**src/rtl/alu_op_sequencer.sv**
```systemverilog
// Issues one micro-op at a time to the external 8-bit ALU, with a 4x8 register file and a response handshake.
// Optional ALU_SEQ_OPCNT_EN adds op_count[15:0], a saturating count of successful (non-error) responses.
module alu_op_sequencer (
  input  logic       clk,
  input  logic       rst_n,
  input  logic       cmd_valid,
  output logic       cmd_ready,
  input  logic [2:0] cmd_op,
  input  logic [1:0] cmd_ra,
  input  logic [1:0] cmd_rb,
  input  logic [1:0] cmd_rd,
  input  logic [7:0] cmd_imm,
  output logic       alu_m,
  output logic [3:0] alu_s,
  output logic [7:0] alu_a,
  output logic [7:0] alu_b,
  input  logic [7:0] alu_t,
  input  logic       alu_cf,
  input  logic       alu_zf,
  output logic       res_valid,
  input  logic       res_ready,
  output logic [7:0] res_data,
  output logic       res_err,
`ifdef ALU_SEQ_OPCNT_EN
  output logic [15:0] op_count,
`endif
  output logic       flag_cf,
  output logic       flag_zf
);

  localparam logic [2:0] OP_PASSA = 3'd0;
  localparam logic [2:0] OP_ADD   = 3'd1;
  localparam logic [2:0] OP_SUB   = 3'd2;
  localparam logic [2:0] OP_AND   = 3'd3;
  localparam logic [2:0] OP_NOTB  = 3'd4;
  localparam logic [2:0] OP_PASSB = 3'd5;
  localparam logic [2:0] OP_ILL   = 3'd6;
  localparam logic [2:0] OP_LDI   = 3'd7;

  typedef enum logic [1:0] {IDLE, EXEC, RESP} state_t;

  typedef struct packed {
    logic [2:0] op;
    logic [1:0] rd;
  } cmd_t;

  state_t     state, state_nxt;
  cmd_t       cmd_q;
  logic [7:0] rf [4];
  logic       is_alu;

  // {m, s} for each ALU op; anything else parks the ALU at 0,0000
  function automatic logic [4:0] alu_enc(input logic [2:0] op);
    case (op)
      OP_PASSA: alu_enc = 5'b0_1100;
      OP_ADD:   alu_enc = 5'b1_1001;
      OP_SUB:   alu_enc = 5'b1_0110;
      OP_AND:   alu_enc = 5'b1_1011;
      OP_NOTB:  alu_enc = 5'b1_0101;
      OP_PASSB: alu_enc = 5'b1_1010;
      default:  alu_enc = 5'b0_0000;
    endcase
  endfunction

  assign is_alu    = (cmd_op != OP_ILL) && (cmd_op != OP_LDI);
  assign cmd_ready = (state == IDLE);
  assign res_valid = (state == RESP);

  always_ff @(posedge clk or negedge rst_n) begin
    if (!rst_n) state <= IDLE;
    else        state <= state_nxt;
  end

  always_comb begin
    state_nxt = state;
    case (state)
      IDLE:    if (cmd_valid) state_nxt = is_alu ? EXEC : RESP;
      EXEC:    state_nxt = RESP;
      RESP:    if (res_ready) state_nxt = IDLE;
      default: state_nxt = IDLE;
    endcase
  end

  always_ff @(posedge clk or negedge rst_n) begin
    if (!rst_n) begin
      cmd_q    <= '0;
      alu_m    <= 1'b0;
      alu_s    <= 4'd0;
      alu_a    <= 8'd0;
      alu_b    <= 8'd0;
      res_data <= 8'd0;
      res_err  <= 1'b0;
      flag_cf  <= 1'b0;
      flag_zf  <= 1'b0;
      for (int i = 0; i < 4; i++) rf[i] <= 8'd0;
    end else begin
      case (state)
        IDLE: if (cmd_valid) begin
          cmd_q.op <= cmd_op;
          cmd_q.rd <= cmd_rd;
          res_err  <= 1'b0;
          if (cmd_op == OP_LDI) begin
            rf[cmd_rd] <= cmd_imm;
            res_data   <= cmd_imm;
          end else if (cmd_op == OP_ILL) begin
            res_data <= 8'd0;
            res_err  <= 1'b1;
          end else begin
            // operands sampled on the accept edge, held stable through EXEC
            {alu_m, alu_s} <= alu_enc(cmd_op);
            alu_a          <= rf[cmd_ra];
            alu_b          <= rf[cmd_rb];
          end
        end
        EXEC: begin
          res_data     <= alu_t;
          rf[cmd_q.rd] <= alu_t;
          if (cmd_q.op == OP_ADD || cmd_q.op == OP_SUB) begin
            flag_cf <= alu_cf;
            flag_zf <= alu_zf;
          end
          alu_m <= 1'b0;
          alu_s <= 4'd0;
          alu_a <= 8'd0;
          alu_b <= 8'd0;
        end
        default: ;
      endcase
    end
  end

`ifdef ALU_SEQ_OPCNT_EN
  always_ff @(posedge clk or negedge rst_n) begin
    if (!rst_n)
      op_count <= 16'd0;
    else if (res_valid && res_ready && !res_err && op_count != 16'hFFFF)
      op_count <= op_count + 16'd1;
  end
`endif

endmodule

```
**config.mk**
```make
export PLATFORM = sky130hd
export DESIGN_NAME = alu_op_sequencer
export DESIGN_NICKNAME = d
export VERILOG_FILES = /design/src/rtl/alu_op_sequencer.sv
export SDC_FILE = /design/constraint.sdc
export NUM_CORES = 1
export LEC_CHECK = 0
export CORE_ASPECT_RATIO = 0.7
export CORE_MARGIN = 2
export CORE_UTILIZATION = 56
export DETAILED_ROUTE_END_ITERATION = 8
export PLACE_DENSITY = 0.85
export SETUP_SLACK_MARGIN = 0.4
export SKIP_LAST_GASP = 1
export SLEW_MARGIN = 10
export SYNTH_ARGS = -nofsm -noshare
export SYNTH_HDL_FRONTEND = slang
export SYNTH_SLANG_ARGS = --single-unit
```
**constraint.sdc**
```tcl
create_clock -name clk -period 4.1 [get_ports clk]
set_clock_uncertainty 0.05 [all_clocks]
set_input_delay 0.82 -clock clk [delete_from_list [all_inputs] [get_ports clk]]
set_output_delay 0.82 -clock clk [all_outputs]
set_load 0.01 [all_outputs]
```
Yosys cells after proc, flatten, opt, wreduce, memory -nomap -nowiden
Cells that the tools add are included.
{"block": "word_totals", "inputBits": 31, "output_inout_bits": 34, "elab_cells": 99, "regBits": 71}
{"block": "op_classes", "n_eq_ne": 19, "magnitude_cmp": 6, "n_bitwise": 4, "muxes": 42, "n_reduce_logical": 13}
{"op": "$mux W8", "count": 15}
{"op": "$bwmux W32", "count": 2}
{"op": "$mux W32", "count": 2}
{"op": "$pmux W32 S2", "count": 1}
{"op": "$pmux W8 S2", "count": 3}
{"op": "$bmux W8 S2", "count": 2}
{"op": "$demux W8 S2", "count": 2}
{"op": "$pmux W5 S6", "count": 1}
{"op": "$eq A3 B3 Y1 const B", "count": 4}
{"op": "$ge A3 B3 Y1 const B", "count": 4}
{"op": "$mux W4", "count": 3}
{"op": "$not A2 Y3", "count": 4}
{"op": "$eq A3 B2 Y1 const B", "count": 3}
{"op": "$pmux W4 S2", "count": 1}
{"op": "$eq A3 B1 Y1 const B", "count": 2}
{"op": "$lt A3 B1 Y1 const B", "count": 2}
{"op": "$mux W2", "count": 3}
{"op": "$ne A2 B2 Y1 const B", "count": 3}
{"op": "$ne A3 B3 Y1 const B", "count": 2}
{"op": "$pmux W2 S3", "count": 1}
{"op": "$reduce_and A2 Y1", "count": 3}
{"op": "$reduce_and A3 Y1", "count": 2}
{"op": "$mux W1", "count": 5}
{"op": "$ne A2 B1 Y1 const B", "count": 2}
{"op": "other kinds (10)", "count": 12}

Depth between registers and ports, before layout
Gate-level depths: netlist (run 1).
{"block": "logic_depth", "ltp_word": 9, "mapped_depth": 6, "mapped_depth_nobuf": 4}

Worst setup path after synthesis (run 1)
Ideal clock, no wire load.
{"block": "synth_timing", "path_kind": "input port to flip-flop", "startpoint": "input port cmd_rb[0]", "endpoint": "register alu_b[1]", "path_buffers": 1, "path_slack_ns": 2.140, "setup_ns": 0.121, "cell_stages": 3, "required_ns": 3.929, "arrival_time_ns": 1.789, "path_cell_list": "buf_2 > mux4_2 > a22o_1"}
{"block": "synth_via", "elab_chain_len": 8}
{"item": "start, declared", "line": "10", "rtl": "input logic [1:0] cmd_rb,"}
{"item": "$not A2 Y3 (not written as such)", "line": "112", "rtl": "alu_b <= rf[cmd_rb];"}
{"item": "$bmux W8 S2", "line": "112"}
{"item": "$mux W8 (not written as such) (2 in a row)", "line": "112"}
{"item": "$mux W8", "line": "105", "rtl": "end else if (cmd_op == OP_ILL) begin"}
{"item": "$mux W8", "line": "102", "rtl": "if (cmd_op == OP_LDI) begin"}
{"item": "$mux W8", "line": "98", "rtl": "IDLE: if (cmd_valid) begin"}
{"item": "$pmux W8 S2", "line": "97", "rtl": "case (state)"}
{"item": "end signal, assigned", "line": "112"}
{"item": "end, declared", "line": "16", "rtl": "output logic [7:0] alu_b,"}
No other way between the ends. The select of a mux whose other input is x is not followed.
A chain may end at the register's enable or synchronous reset.

Worst setup path after layout (run 1)
{"block": "layout_timing", "startpoint": "register state[0]", "endpoint": "output port res_valid"}
{"block": "layout_via", "elab_chain_len": 1}
{"item": "start, declared", "line": "47", "rtl": "state_t state, state_nxt;"}
{"item": "start signal, assigned", "line": "71", "rtl": "else state <= state_nxt;"}
{"item": "$eq A2 B2 Y1", "line": "67", "rtl": "assign res_valid = (state == RESP);"}
{"item": "end, declared", "line": "20", "rtl": "output logic res_valid,"}
No other way between the ends.

==> impl_results.rst, run 1 <==
.. list-table::
   :header-rows: 1

   * - Metric
     - Value
   * - Internal cell power
     - 2080 µW
   * - # port buffers
     - 64
   * - Sequential-to-total area share from yosys stat
     - 0.508
   * - Post-synth top flop
     - dfrtp_1
   * - Worst max-slew margin expressed relative to the limit
     - 0.337
   * - Via-to-Cell Ratio
     - 6.76
   * - Post-Syn Instances
     - 260
   * - Largest area contributor in the netlist
     - dfrtp_1
   * - Clock power share
     - 0.195
   * - Leakage power figure
     - 0.00179 µW
   * - Register cell area after layout
     - 1780 µm²
   * - Hold Vio Cnt, Final
     - 0
   * - Effective utilization at floorplan
     - 0.571
   * - Wire per inst
     - 22.0 µm
   * - Sequential power share
     - 0.431
   * - Final critical-path required period
     - 2.62 ns
   * - Total number of yosys warnings
     - 0
   * - Utilization after layout
     - 0.713
   * - I/O pins
     - 65
   * - Gpl congestion
     - 0.827
   * - Top cell type's share of synthesized area
     - 0.508
   * - 1st-pass router iterations
     - 5
   * - Fillers
     - 443
   * - Fmax achieved
     - 0.381 GHz
   * - Seq cells post-synth
     - 71
   * - Setup_tns
     - 0 ns
   * - Crit-path max FO
     - 6
   * - Width of the die
     - 98.5 µm
   * - Die area
     - 6900 µm²
   * - NumNets Final
     - 353
   * - Combinational fraction of design power
     - 0.373
   * - Number of nets with antenna violations after routing
     - 0
   * - Placement Rows
     - 24
   * - Number of buffers inserted during clock tree synthesis
     - 9
   * - Number of cells in the design after placement
     - 389
   * - CTS tree
     - built
   * - Final standard cell count with taps included and fillers excluded
     - 404
   * - Area added between synthesis and finish
     - 24.9%
   * - Capturing element type of the critical path
     - primary output
   * - Number of violations reported at the end of detailed-routing iteration 0
     - 327
   * - Clock latency on the worst-skew pair
     - 0.35 ns
   * - Number of antenna cells inserted
     - 0
   * - Via count of the first global-routing pass
     - 2593
   * - Total power divided by cell area
     - 715 nW/µm²
   * - Global-route wire length before repair
     - 14600 µm
   * - Max_cap viols
     - 0
   * - Final setup violation count
     - 0
   * - Worst ir drop on vdd
     - 0.382 mV
   * - Slew at the pin closest to its max-slew limit
     - 0.995 ns
   * - Total area of multi-input combinational cells
     - 1580 µm²
   * - Setup repair after global routing missed its margin
     - no
   * - Post-synthesis instance area
     - 3500 µm²
   * - Average instance area after synthesis
     - 13.5 µm²
   * - Die H
     - 70.1 µm
   * - Async set or reset register ratio after synthesis
     - 1.00
   * - Largest net degree at the start of global routing
     - 33
   * - Max Slew Vio Count
     - 0
   * - Post-detailed-routing wire length
     - 8890 µm
   * - Cell types occupying the most area after synthesis
     - dfrtp_1, mux4_2, o2bb2ai_1
   * - Share of the clock period used by the worst path after layout
     - 0.639
   * - WHS
     - 0.411 ns
   * - Net switching share of the total power
     - 0.335
   * - Antenna violations before repair
     - 0
   * - Pwr Total
     - 3120 µW
   * - CTS clk-pin slew, worst paths
     - 0.08 ns
   * - Data arrival, critical path
     - 1.75 ns
   * - Share of final-layout standard cells stronger than drive strength 1
     - 0.178
   * - Htree depth
     - 3
   * - Total global routing track utilization
     - 0.279
   * - Clock root buffer
     - clkbuf_8
   * - Path category of the worst min-delay check
     - in2async
   * - Count of flip-flops with a built-in enable after synthesis
     - 0
   * - Netlist cell types
     - 39
   * - Switching component of the power
     - 1050 µW
   * - Core Area
     - 6130 µm²
   * - Synthesized net count
     - 291
   * - Remaining global-route overflow
     - 0
   * - Status
     - completed
   * - Endpoint required time on the critical path
     - 3.23 ns
   * - Startpoint types
     - flip-flop
   * - Count of instances resized after the clock tree is built
     - 0
   * - Clock tree sinks
     - 71
   * - Detailed placement HPWL
     - 6310 µm
   * - Startpoint of the worst register-to-register path
     - state[0]$_DFFE_PN0P_
   * - DRC violation count after routing
     - 0
   * - Detailed-route via count
     - 2733
   * - Cts hold-fix bufs
     - 0
   * - Launch point of the critical path
     - state[0]$_DFFE_PN0P_
   * - CTS max path bufs
     - 2
   * - Setup Fix Bufs, Post-CTS
     - 0
   * - Start-to-end type of the worst setup path
     - reg2out
metal layers:
metal	share of wire	track usage	vias up
li1	-	-	1174
met1	0.46	0.442	1387
met2	0.43	0.371	156
met3	0.096	0.0741	16
met4	0.017	0.102	0
met5	0	0	-
final timing paths:
path | to | slack (ns) | cells past startpoint
max | res_valid | 1.48 | 4
min | alu_s[3]$_DFFE_PN0P_ | 0.41 | 1
max reg2reg | rf[1]$_DFFE_PN0P_ | 2.14 | 4
min reg2reg | res_err$_DFFE_PN0P_ | 0.44 | 2
max in group asynchronous | rf[10]$_DFFE_PN0P_ | 2.76 | 2
min in group clk | res_err$_DFFE_PN0P_ | 0.44 | 2
synth_stat cells, types with 3 or more instances:
| cell type | number |
|---|---|
| nand2_1 | 10 |
| a222oi_1 | 8 |
| o2bb2ai_1 | 32 |
| nor2_1 | 4 |
| buf_6 | 3 |
| buf_2 | 7 |
| o21ai_0 | 6 |
| mux4_2 | 16 |
| a22oi_1 | 32 |
| a22o_1 | 16 |
| clkbuf_1 | 4 |
| inv_1 | 11 |
| dfrtp_1 | 71 |
| mux2_2 | 4 |
cells by family after synthesis:
logic type | after synthesis | share of synthesized area
compound gates | 106 | 0.252
xor+xnor | 1 | 0.00250
buf+inv | 28 | 0.0401
flops | 71 | 0.508
mux | 24 | 0.130
simple gates | 30 | 0.0676
layout by cell type, fill, tap and decap left out, types with 2 or more instances in the layout:
| master | Yosys | final |
|---|---|---|
| buf_4 | 1 | 3 |
| dfrtp_1 | 71 | 71 |
| clkinv_2 | 0 | 2 |
| bufinv_16 | 0 | 2 |
| o21ai_2 | 2 | 2 |
| mux2i_1 | 2 | 2 |
| o2bb2ai_1 | 32 | 32 |
| mux4_2 | 16 | 16 |
| nand2_1 | 10 | 10 |
| clkbuf_8 | 0 | 9 |
| nor3b_4 | 2 | 2 |
| a222oi_1 | 8 | 8 |
| clkdlybuf4s50_1 | 0 | 63 |
| inv_1 | 11 | 11 |
| o21ai_4 | 2 | 2 |
| a22oi_1 | 32 | 32 |
| nor3b_2 | 2 | 2 |
| mux2_2 | 4 | 4 |
| nor3_4 | 2 | 2 |
| o31ai_1 | 2 | 2 |
| a21o_1 | 2 | 2 |
| and3_1 | 2 | 2 |
| nand3_1 | 2 | 2 |
| mux2_4 | 2 | 2 |
| o21ai_0 | 6 | 6 |
| a22o_1 | 16 | 16 |
| nor2_1 | 4 | 4 |
power by group through the flow:
stage | sequential [µW] | combinational [µW] | clock, µW
global placement | 1310 | 1120 | 0
CTS | 1330 | 1170 | 613
global route | 1390 | 1250 | 640
detailed placement | 1340 | 1160 | 0
finish | 1350 | 1170 | 610
floorplan | 1300 | 647 | 0
stage by stage:
step	area [µm²]	worst slack, ns
after global placement	4160	1.42
after CTS	4370	1.48
after detailed placement	4160	1.34
after floorplan	3500	2.14
final	4370	1.48
after global routing	4370	1.44
layout make-up:
class / count / share of cell area
clock buffer: 9 / 0.0284
clock inverter: 6 / 0.0198
inverter: 12 / 0.0103
multi-input combinational: 161 / 0.362
sequential: 71 / 0.407
tap: 78 / 0.0223
timing repair buffer: 67 / 0.151
worst max-delay path: stages, from the launching register on:
cell             delay (ns)
dfrtp_1                0.48
inv_1                  0.21
nand2_1                0.09
inv_1                  0.08
clkdlybuf4s50_1        0.53
flip-flops by register name, indices dropped and copies added, names as in the netlist:
register	flops
rf	32
alu_a	8
alu_b	8
res_data	8
cmd_q	5
alu_s	4
state	2
alu_m	1
flag_cf	1
flag_zf	1
res_err	1
Power figures use the tool's default switching activity.
==> inputs of run 2 (changes only) <==
--- a/config.mk
+++ b/config.mk
@@ -7,9 +7,9 @@
 export LEC_CHECK = 0
 export CORE_ASPECT_RATIO = 0.7
 export CORE_MARGIN = 2
-export CORE_UTILIZATION = 56
+export CORE_UTILIZATION = 52
 export DETAILED_ROUTE_END_ITERATION = 8
-export PLACE_DENSITY = 0.85
+export PLACE_DENSITY = 0.8
 export SETUP_SLACK_MARGIN = 0.4
 export SKIP_LAST_GASP = 1
 export SLEW_MARGIN = 10
==> constraint.sdc (replaced) <==
create_clock -name clk -period 2.7 [get_ports clk]
set_clock_uncertainty 0.05 [all_clocks]
set_input_delay 0.54 -clock clk [delete_from_list [all_inputs] [get_ports clk]]
set_output_delay 0.54 -clock clk [all_outputs]
set_load 0.01 [all_outputs]
==> run 2 against run 1 <==
Flip-flop and latch count is the same. Via count shrank 3.1%. Setup slack lost 1.0 ns. Sequential power grew 50%. Cell area grew 1.2%. Global-route usage shrank 2.2 points. Combinational power grew 50%. First-iteration DRC count grew 3.7%. Clock power grew 57%. Sequential share of layout area shrank 0.46 points. Total power grew 52%. Non-clock buffer count grew 1. Critical endpoint unchanged.
==> impl_results.rst, run 2 (synthesized netlist as in run 1, its figures left out) <==
.. list-table::
   :header-rows: 1

   * - Metric
     - Value
   * - Crit-path leading delay family
     - buffers and inverters
   * - Remaining global-route overflow
     - 0 (unchanged)
   * - Clock power share
     - 0.203 (+0.008)
   * - Number of violations reported at the end of detailed-routing iteration 0
     - 339 (+3.7%)
   * - Largest net degree at the start of global routing
     - 43 (+30%)
   * - NumNets Final
     - 354 (+0.28%)
   * - Most used cells in the layout excluding fill and tap cells
     - dfrtp_1, clkdlybuf4s50_1, a22oi_1, o2bb2ai_1
   * - R2R depth
     - 4 (unchanged)
   * - Crit path top cell by count
     - inv_1
   * - Crit-path max FO
     - 6 (unchanged)
   * - Pre-CTS setup slack
     - 0.243 ns (-1.09 ns)
   * - Max_cap viols
     - 0 (unchanged)
   * - Max Slew Vio Count
     - 0 (unchanged)
   * - Placement Rows
     - 24 (unchanged)
   * - Capturing element type of the critical path
     - primary output
   * - Net switching share of the total power
     - 0.325 (-0.0101)
   * - 1st-pass router iterations
     - 6 (+1)
   * - CTS max path bufs
     - 2 (unchanged)
   * - Share of the clock period used by the worst path after layout
     - 0.830
   * - Core Area
     - 6370 µm² (+3.9%)
   * - Status
     - completed
   * - # port buffers
     - 64 (unchanged)
   * - Htree depth
     - 3 (unchanged)
   * - Switching component of the power
     - 1540 µW (+47%)
   * - Data arrival, critical path
     - 1.65 ns (-0.10 ns)
   * - Effective utilization at floorplan
     - 0.549 (-0.0215)
   * - Wire per inst
     - 20.2 µm (-8.3%)
   * - Hold Vio Cnt, Final
     - 0 (unchanged)
   * - Worst setup path endpoint
     - res_valid
   * - Global-route wire length before repair
     - 14300 µm (-2.1%)
   * - Slew at the pin closest to its max-slew limit
     - 1.07 ns (+0.0741 ns)
   * - Total power divided by cell area
     - 1070 nW/µm² (+50%)
   * - Via count of the first global-routing pass
     - 2586 (-0.27%)
   * - Endpoint required time on the critical path
     - 2.11 ns (-1.12 ns)
   * - Clock latency on the worst-skew pair
     - 0.35 ns (about the same)
   * - Number of buffers inserted during clock tree synthesis
     - 9 (unchanged)
   * - Setup_tns
     - 0 ns (unchanged)
   * - Via-to-Cell Ratio
     - 6.32 (-6.5%)
   * - Leakage power figure
     - 0.00180 µW (+0.81%)
   * - Number of antenna cells inserted
     - 0 (unchanged)
   * - DRC violation count after routing
     - 0 (unchanged)
   * - Worst ir drop on vdd
     - 0.506 mV (+32%)
   * - Leading cell type in the layout, fill and taps excluded
     - dfrtp_1
   * - Fmax achieved
     - 0.446 GHz
   * - Internal cell power
     - 3200 µW (+54%)
   * - Detailed-route via count
     - 2649 (-3.1%)
   * - Final critical-path required period
     - 2.24 ns
   * - Path category of the worst min-delay check
     - in2async
   * - Cell count along the critical path
     - 4 (unchanged)
   * - Standard cell with the maximum stage delay on the critical path
     - clkdlybuf4s50_1
   * - Width of the die
     - 102 µm (+3.6%)
   * - CTS tree
     - built
   * - Total global routing track utilization
     - 0.258 (-0.0217)
   * - Gpl congestion
     - 0.821 (-0.71%)
   * - Cells traversed along the worst timing path
     - inv_1, nand2_1, inv_1, clkdlybuf4s50_1
   * - Startpoint of the worst register-to-register path
     - state[1]$_DFFE_PN0P_
   * - Crit-path max cell delay
     - 0.53 ns (about the same)
   * - Largest register by flop count
     - rf
   * - Setup repair after global routing missed its margin
     - yes
   * - Start-to-end type of the worst setup path
     - reg2out
   * - Post-detailed-routing wire length
     - 8460 µm (-4.9%)
   * - Number of nets with antenna violations after routing
     - 0 (unchanged)
   * - Die H
     - 72.6 µm (+3.6%)
   * - Launch point of the critical path
     - state[0]$_DFFE_PN0P_
   * - Clock tree sinks
     - 71 (unchanged)
   * - Reg-to-reg slack, setup
     - 0.75 ns (-1.39 ns)
   * - Setup ws final
     - 0.458 ns (-1.02 ns)
   * - Number of flip-flops in the largest register
     - 32 (unchanged)
   * - Clock root buffer
     - clkbuf_8
   * - Detailed placement HPWL
     - 6010 µm (-4.7%)
   * - Combinational fraction of design power
     - 0.371 (-0.002)
   * - I/O pins
     - 65 (unchanged)
   * - Reg-to-reg critical path endpoint
     - rf[18]$_DFFE_PN0P_
   * - Area added between synthesis and finish
     - 26.4%
   * - Die area
     - 7410 µm² (+7.3%)
   * - Startpoint types
     - flip-flop
   * - Final setup violation count
     - 0 (unchanged)
   * - Share of final-layout standard cells stronger than drive strength 1
     - 0.183 (+0.00501)
   * - Number of buffer and inverter stages on the critical path
     - 3 (unchanged)
   * - Cts hold-fix bufs
     - 0 (unchanged)
   * - Antenna violations before repair
     - 0 (unchanged)
   * - Worst max-slew margin expressed relative to the limit
     - 0.287 (-0.0494)
   * - CTS clk-pin slew, worst paths
     - 0.08 ns (about the same)
   * - Sequential power share
     - 0.427 (-0.004)
## run 2: metrics by stage
| stage | total power [µW] | cells | hold slack (ns) | util | cell area [µm²] |
|---|---|---|---|---|---|
| after floorplan | 2950 | 260 | 0.194 | - | 3500 |
| after global placement | 3690 | 403 | 0.414 | 0.659 | 4190 |
| after detailed placement | 3760 | 403 | 0.420 | 0.659 | 4190 |
| after CTS | 4730 | 419 | 0.193 | 0.694 | 4420 |
| after global routing | 5010 | 419 | 0.226 | 0.694 | 4420 |
| final | 4740 | 419 | 0.172 | 0.694 | 4420 |
## run 2: cell type report
cell class / instances / area (µm²)
multi-input combinational: 161 / 1580
clock inverter: 4 / 77.6
sequential: 71 / 1780
tap: 91 / 114
fill: 473 / 1950
clock buffer: 12 / 145
timing repair buffer: 68 / 678
inverter: 12 / 45.0
## run 2: worst min-delay path by stage
stage,start,endpoint,slack [ns]
after floorplan,rst_n,alu_a[0]$_DFFE_PN0P_,0.19
after global placement,res_err$_DFFE_PN0P_,res_err$_DFFE_PN0P_,0.41
after detailed placement,alu_s[0]$_DFFE_PN0P_,alu_s[0]$_DFFE_PN0P_,0.42
after CTS,rst_n,flag_zf$_DFFE_PN0P_,0.19
after global routing,rst_n,flag_zf$_DFFE_PN0P_,0.23
final,rst_n,flag_zf$_DFFE_PN0P_,0.17
## run 2: timing repair
item | 4_1_cts | 5_1_grt
setup buffers | 0 | 0
setup endpoints to repair | 0 | 2
resized for setup | 0 | 2
## run 2: worst register-to-register path, stage by stage, from the launching register on
cell and delay, ns:
dfrtp_1 0.57, nor2b_4 0.17, nor3b_2 0.58, o21ai_2 0.24
o2bb2ai_1 0.18
## run 2: power groups by stage
stage / clock network [µW] / logic (µW) / registers, µW
after floorplan: 0 / 982 / 1970
after global placement: 0 / 1710 / 1980
after detailed placement: 0 / 1750 / 2010
after CTS: 970 / 1760 / 2000
after global routing: 1020 / 1900 / 2090
final: 959 / 1760 / 2020
## run 2: routing by layer
metal | vias up | part of all wire | wire [µm] | GRT usage
met4 | 0 | 0.0096 | 81 | 0.0489
met2 | 140 | 0.40 | 3420 | 0.337
met1 | 1314 | 0.49 | 4170 | 0.418
met3 | 9 | 0.094 | 791 | 0.0872
li1 | 1186 | - | - | -
met5 | - | 0 | 0 | 0
